==> config.mk <==
export PLATFORM = sky130hd
export DESIGN_NAME = bitwise_serial
export DESIGN_NICKNAME = d
export VERILOG_FILES = /design/src/rtl/bitwise_pkg.sv /design/src/rtl/bitwise_slice.sv /design/src/rtl/bitwise_serial.sv
export SDC_FILE = /design/constraint.sdc
export NUM_CORES = 1
export LEC_CHECK = 0
export CAP_MARGIN = 20
export CORE_UTILIZATION = 51
export DETAILED_ROUTE_END_ITERATION = 8
export PLACE_DENSITY = 0.8
export SLEW_MARGIN = 30
export SYNTH_ARGS = -nofsm -noshare
export SYNTH_HDL_FRONTEND = slang
export SYNTH_SLANG_ARGS = --single-unit
==> constraint.sdc <==
create_clock -name clk -period 2.8 [get_ports clk]
set_clock_uncertainty 0.15 [all_clocks]
set_input_delay 0.56 -clock clk [delete_from_list [all_inputs] [get_ports clk]]
set_output_delay 0.56 -clock clk [all_outputs]
set_load 0.1 [all_outputs]
==> src/rtl/bitwise_pkg.sv <==
// Shared encodings and default sizing for the slice-serial bitwise unit.
package bitwise_pkg;

    localparam int DEF_WIDTH = 32;
    localparam int DEF_SLICE = 4;

    typedef enum logic [1:0] {
        OP_AND = 2'b00,
        OP_OR  = 2'b01,
        OP_XOR = 2'b10,
        OP_NOR = 2'b11
    } op_e;

    typedef enum logic [1:0] {
        S_IDLE = 2'b00,
        S_RUN  = 2'b01,
        S_DONE = 2'b10
    } state_e;

endpackage

==> src/rtl/bitwise_slice.sv <==
// Combinational bitwise operator on one SLICE-bit chunk of the operands.
module bitwise_slice
    import bitwise_pkg::*;
#(
    parameter int SLICE = DEF_SLICE
) (
    input  logic [SLICE-1:0] a,
    input  logic [SLICE-1:0] b,
    input  logic [1:0]       op,
    output logic [SLICE-1:0] r
);

    // Apply the selected operator to the current slice.
    always_comb begin
        r = {SLICE{1'b0}};
        case (op)
            OP_AND:  r = a & b;
            OP_OR:   r = a | b;
            OP_XOR:  r = a ^ b;
            OP_NOR:  r = ~(a | b);
            default: r = {SLICE{1'b0}};
        endcase
    end

endmodule

==> src/rtl/bitwise_serial.sv <==
// Slice-serial AND/OR/XOR/NOR unit: accepts an operand pair, evaluates one
// slice per clock into a right-shifting result register, then holds f/zero.
module bitwise_serial
    import bitwise_pkg::*;
#(
    parameter int WIDTH = DEF_WIDTH,
    parameter int SLICE = DEF_SLICE
) (
    input  logic             clk,
    input  logic             rst_n,
    input  logic             in_valid,
    output logic             in_ready,
    input  logic [WIDTH-1:0] x,
    input  logic [WIDTH-1:0] y,
    input  logic [1:0]       op,
    output logic             out_valid,
    input  logic             out_ready,
    output logic [WIDTH-1:0] f,
    output logic             zero
);

    localparam int NSLICE = WIDTH / SLICE;
    localparam int CW     = (NSLICE > 1) ? $clog2(NSLICE) : 1;
    localparam logic [CW-1:0] CNT_LAST = CW'(NSLICE - 1);

    state_e            state_r;
    state_e            state_next_s;
    logic [CW-1:0]     cnt_r;
    logic [WIDTH-1:0]  x_r;
    logic [WIDTH-1:0]  y_r;
    logic [1:0]        op_r;
    logic [WIDTH-1:0]  f_r;
    logic              zero_r;
    logic [SLICE-1:0]  a_s;
    logic [SLICE-1:0]  b_s;
    logic [SLICE-1:0]  r_s;
    logic [WIDTH-1:0]  f_shift_s;
    logic              accept_s;
    logic              last_s;

    assign in_ready  = (state_r == S_IDLE);
    assign out_valid = (state_r == S_DONE);
    assign f         = f_r;
    assign zero      = zero_r;

    assign accept_s  = in_valid && (state_r == S_IDLE);
    assign last_s    = (state_r == S_RUN) && (cnt_r == CNT_LAST);
    // Slices enter at the MSB end so slice 0 lands at the bottom after NSLICE shifts.
    assign f_shift_s = {r_s, f_r[WIDTH-1:SLICE]};

    // Select the captured operand slices addressed by the slice counter.
    always_comb begin
        a_s = x_r[cnt_r*SLICE +: SLICE];
        b_s = y_r[cnt_r*SLICE +: SLICE];
    end

    bitwise_slice #(.SLICE(SLICE)) u_slice (
        .a  (a_s),
        .b  (b_s),
        .op (op_r),
        .r  (r_s)
    );

    // State register.
    always_ff @(posedge clk or negedge rst_n) begin
        if (!rst_n) begin
            state_r <= S_IDLE;
        end else begin
            state_r <= state_next_s;
        end
    end

    // Next-state decode.
    always_comb begin
        state_next_s = state_r;
        case (state_r)
            S_IDLE: begin
                if (in_valid) begin
                    state_next_s = S_RUN;
                end else begin
                    state_next_s = S_IDLE;
                end
            end
            S_RUN: begin
                if (cnt_r == CNT_LAST) begin
                    state_next_s = S_DONE;
                end else begin
                    state_next_s = S_RUN;
                end
            end
            S_DONE: begin
                if (out_ready) begin
                    state_next_s = S_IDLE;
                end else begin
                    state_next_s = S_DONE;
                end
            end
            default: state_next_s = S_IDLE;
        endcase
    end

    // Operand capture, slice counter, result shift register and zero flag.
    always_ff @(posedge clk or negedge rst_n) begin
        if (!rst_n) begin
            x_r    <= {WIDTH{1'b0}};
            y_r    <= {WIDTH{1'b0}};
            op_r   <= 2'b00;
            cnt_r  <= {CW{1'b0}};
            f_r    <= {WIDTH{1'b0}};
            zero_r <= 1'b0;
        end else if (accept_s) begin
            x_r    <= x;
            y_r    <= y;
            op_r   <= op;
            cnt_r  <= {CW{1'b0}};
            f_r    <= {WIDTH{1'b0}};
            zero_r <= 1'b0;
        end else if (state_r == S_RUN) begin
            f_r   <= f_shift_s;
            cnt_r <= cnt_r + CW'(1);
            if (last_s) begin
                zero_r <= (f_shift_s == {WIDTH{1'b0}});
            end else begin
                zero_r <= zero_r;
            end
        end else begin
            f_r    <= f_r;
            zero_r <= zero_r;
        end
    end

endmodule

==> results.md, run 1 <==
- Routability-driven placement finished with a final weighted congestion of 0.812.
- The number of hold-repair buffers added at the cts stage is 1.
- The via-per-instance ratio is 5.27.
- The total number of H-tree levels is 3.
- Data on the critical path is required at its endpoint by slightly below 3 ns.
- STA classifies the critical path startpoint as a register.
- The final layout contains 693 nets.
- During synthesis, Yosys emitted a total of 0 warnings.
- The worst slew margin relative to its limit is 0.498.
- After synthesis the netlist holds a flip-flop and latch count of 104.
- The maximum count of clock buffers along a single path is 2.
- The synthesized instance count is 520.
- The netlist uses 21 different library cells.
- In this run the count of I/O pins placed on the die edge is between 100 and 150.
- The startpoint of the most critical register-to-register path is cnt_r[0].
- The final hold violation count is 0.
- The class of the tightest hold or removal check is register to register.
- The number of cells on the worst reg-to-reg path is 9.
- The met3 demand-to-capacity share in global routing is 0.0355.
- Clock-pin slew was measured on the worst setup and hold paths at roughly 0.09 ns.
- The detailed-route via count is around 3800.
- Entering global routing, the biggest net connects 62 pins.
- The synthesized-area fraction occupied by ao, oa, aoi and oai cells is 0.0506.
- The critical-path maximum fanout is 13.
- The data arrival time of the critical path is between 2 and 3 ns.
- The worst hold path begins at y_r[17].
- Internal power comes to 0.00403 W.
- The via count of the first global-routing pass is about 3800.
- After layout, the minimum clock period comes to ~2.6 ns.
- The first-pass detailed-route iteration total is 7.
- The most heavily used metal layer in global routing is met2.
- The global-route wire length before repair is 18100 um.
- The initial detailed-routing violation count is 163.
- In this run the vertical extent of the chip is just under 100 um.
- The signed area change from the synthesized netlist to the final layout is 26.7%.
- Setup violations remaining at the end of the flow were counted as 0.
- The peak supply drop is slightly below 0.8 mV.
- The final total negative setup slack is 0 ns.
- Of the total power, the share spent switching nets is 0.500.
- The mux contribution to synthesized area is 0.0927.
- For this run, the top clock speed supported by timing is around 400 MHz.
- Summed over all nets, the switching power comes to just over 0.004 W.
- The area of the core is 8850 sq um.
- The HPWL reported at the end of detailed placement is 7800 um.
- The number of violations of the max-capacitance limit is 0.
- The max-slew violation count is 0.
- The average instance area after synthesis is between 9 and 10 sq um.
- The power share of the clock group is 0.113.
- Of the total power, combinational logic draws 0.546.
- The biggest cell delay along the critical path is 0.55 ns.
- In this run the static leakage power is 2.98 nW.
- Of the available clock period, the critical path in the final layout requires 0.917.
- Summing every instance area after synthesis gives 4750 sq um.
- The class of the most critical setup path is register to register.
- The CTS root buffer is clkbuf_8.
- The hold-critical path endpoint is y_r[17].
- The cell at the slowest stage of the critical path is mux4_2.
- The die area is 9710 sq um.
- The total number of placement rows is 34.
- Summed over all layers, the routed wires come to 10600 um.
- TritonCTS created 9 clock buffers.
- For this design the ratio of total power to cell area is 1340 nW/um^2.
- The category of the worst setup path capture point is a register.
- The die extent in x is 98.5 um.
- Of the synthesized area, sequential elements account for 0.548.
- In the final layout, the share of cells above drive strength 1 is 0.128.
- In this run the tool buffered the top-level ports with 104 buffer cells.
- The final reports fail on design-rule violations.
- The post-CTS setup buffer count is 0.
- By area, the combinational part of the netlist is dominated by simple AND/OR/NAND/NOR gates.
- The clock net in this run drives a total of 104 sinks.
- The initial utilization of the core area, before any placement, comes to 0.537.
- The final routed DRC violation total is 8.
- The clock network latency to the later pin of the worst-skew pair is 0.36 ns.
- The remaining global-route overflow is 0.
- Of the total synthesized cell area, the portion taken by full adders, half adders and majority gates is 0.0263.
- In the global route stage, met1 resource usage came out at 0.322.
- The signal on the critical path passes through buf_4, mux4_2, mux2i_1, inv_1, ha_1, nor2b_1, o31ai_1, nand4_1, o21ai_1.
- Gates resized during post-CTS repair numbered 0.
- The number of antenna violations at the first check in global routing came to 0.
- The run finished, with violations left.
- Setup repair after global routing left no endpoint under its margin.
- When the netlist entered floorplanning its net count stood at 600.
- Once detail routing completed, the nets flagged for antenna violations numbered 0.
- In the global route stage, met2 resource usage came out at 0.387.
- Of the total synthesized cell area, the portion taken by XOR and XNOR cells is 0.
- The synthesized-area fraction occupied by and/or/nand/nor cells is 0.246.
- The cell count of the worst hold path is 2.
- The sequential power share is 0.341.
- The slew at the pin closest to its max-slew limit is around 0.75 ns.
- TritonCTS built the clock tree.
- Dividing the detail-routed wire length by the instance count gives 14.6 um.
- 0 antenna diodes ended up in the layout.
- The global-route total usage across every layer is 0.236.
- Hold is met by 0.335 ns.
- The setup check on the worst reg-to-reg path leaves a slack of 0.23 ns.
- In this run the critical register-to-register path is captured at zero.
==> through the flow <==
step | cells | total power (W) | instance area (sq um) | setup WS, ns | utilization
6_report | 726 | 0.00806 | 6020 | 0.233 | 0.680
5_1_grt | 726 | 0.00861 | 6020 | 0.0429 | 0.680
4_1_cts | 726 | 0.00811 | 6020 | 0.205 | 0.680
3_5_place_dp | 709 | 0.00720 | 5820 | 0.225 | 0.658
3_3_place_gp | 709 | 0.00700 | 5820 | 0.330 | 0.658
2_1_floorplan | 520 | 0.00605 | 4750 | 0.325 | -
==> registers in the layout (all words and copies together) (netlist names) <==
name,cells
cnt_r,3
f,32
op_r,2
state_r,2
x_r,32
y_r,32
zero,1
==> metal layers <==
metal	routed length, um	share of wire	vias to the layer above
met1	4770	0.45	1846
li1	-	-	1862
met5	0	0	-
met2	5160	0.49	108
met4	165	0.016	0
met3	478	0.045	13
==> logic make-up (layout without fill, tap and decap cells) <==
kind of cell,after synthesis,after routing
simple gates,294,294
flops,104,104
compound gates,46,46
buf+inv,42,140
mux,24,24
fa+ha+maj,10,10
==> worst max-delay path: cells and delay by family (launching register included) <==
family	cells	cell delay, ns
AND/OR/NAND/NOR	2	0.26
AO/OA/AOI/OAI	2	0.41
flip-flops	1	0.35
buffers and inverters	2	0.35
adder cells (fa/ha/maj)	1	0.17
multiplexers	2	0.80
==> worst max-delay path by stage <==
stage / start / to / slack, ns / depth (start not counted)
final: cnt_r[0] / zero / 0.23 / 9
after global routing: cnt_r[0] / zero / 0.04 / 9
after CTS: cnt_r[0] / zero / 0.20 / 9
after detailed placement: cnt_r[0] / zero / 0.23 / 9
after global placement: cnt_r[0] / zero / 0.33 / 9
after floorplan: cnt_r[0] / zero / 0.33 / 10
==> power groups by stage <==
stage | clock (W) | combinational (W) | sequential, W
floorplan | 0 | 0.00209 | 0.00396
global placement | 0 | 0.00425 | 0.00274
detailed placement | 0 | 0.00444 | 0.00277
CTS | 0.000927 | 0.00444 | 0.00274
global route | 0.000985 | 0.00478 | 0.00284
finish | 0.000912 | 0.00440 | 0.00275
==> synthesized netlist by cell type <==
| master | count | area [sq um] |
|---|---|---|
| and2_1 | 1 | 6.26 |
| buf_1 | 2 | 7.51 |
| buf_2 | 7 | 35.0 |
| buf_6 | 1 | 11.3 |
| clkbuf_1 | 23 | 86.3 |
| dfrtp_1 | 104 | 2600 |
| ha_1 | 10 | 125 |
| inv_1 | 9 | 33.8 |
| mux2i_1 | 8 | 80.1 |
| mux4_2 | 16 | 360 |
| nand2_1 | 261 | 980 |
| nand2b_1 | 2 | 12.5 |
| nand3_1 | 6 | 30.0 |
| nand4_1 | 2 | 12.5 |
| nor2_1 | 5 | 18.8 |
| nor2b_1 | 9 | 56.3 |
| nor4_1 | 6 | 37.5 |
| o21ai_0 | 11 | 55.1 |
| o21ai_1 | 31 | 155 |
| o31ai_1 | 4 | 30.0 |
| or4_1 | 2 | 15.0 |
==> placed cells by master (no fill, tap or decap), types with 3 or more instances in the layout <==
cell and count:
nand2_1 260, dfrtp_1 104, clkdlybuf4s50_1 68, buf_4 43, o21ai_1 31, mux4_2 16, o21ai_0 11, ha_1 10
inv_1 9, clkbuf_8 9, mux2i_1 8, nor2b_1 8, nand3_1 6, nor4_1 6, nor2_1 4, o31ai_1 4
clkbuf_1 3, buf_12 3
==> cell type report <==
type / count / area (sq um)
Multi-Input combinational cell: 374 / 1980
Clock inverter: 4 / 55.1
Fill cell: 705 / 2830
Timing Repair Buffer: 115 / 1070
Sequential cell: 104 / 2600
Inverter: 9 / 33.8
Clock buffer: 12 / 135
Tap cell: 108 / 135
No activity file was read; power rests on OpenSTA's default activity.
==> run 2: changes to the inputs <==
--- a/config.mk
+++ b/config.mk
@@ -7,6 +7,7 @@
 export LEC_CHECK = 0
 export CAP_MARGIN = 20
 export CORE_UTILIZATION = 51
+export CTS_CLUSTER_SIZE = 25
 export DETAILED_ROUTE_END_ITERATION = 8
 export PLACE_DENSITY = 0.8
 export SLEW_MARGIN = 30
==> results of run 2 <==
The final DEF is identical to that of run 1; final timing and power are the same.
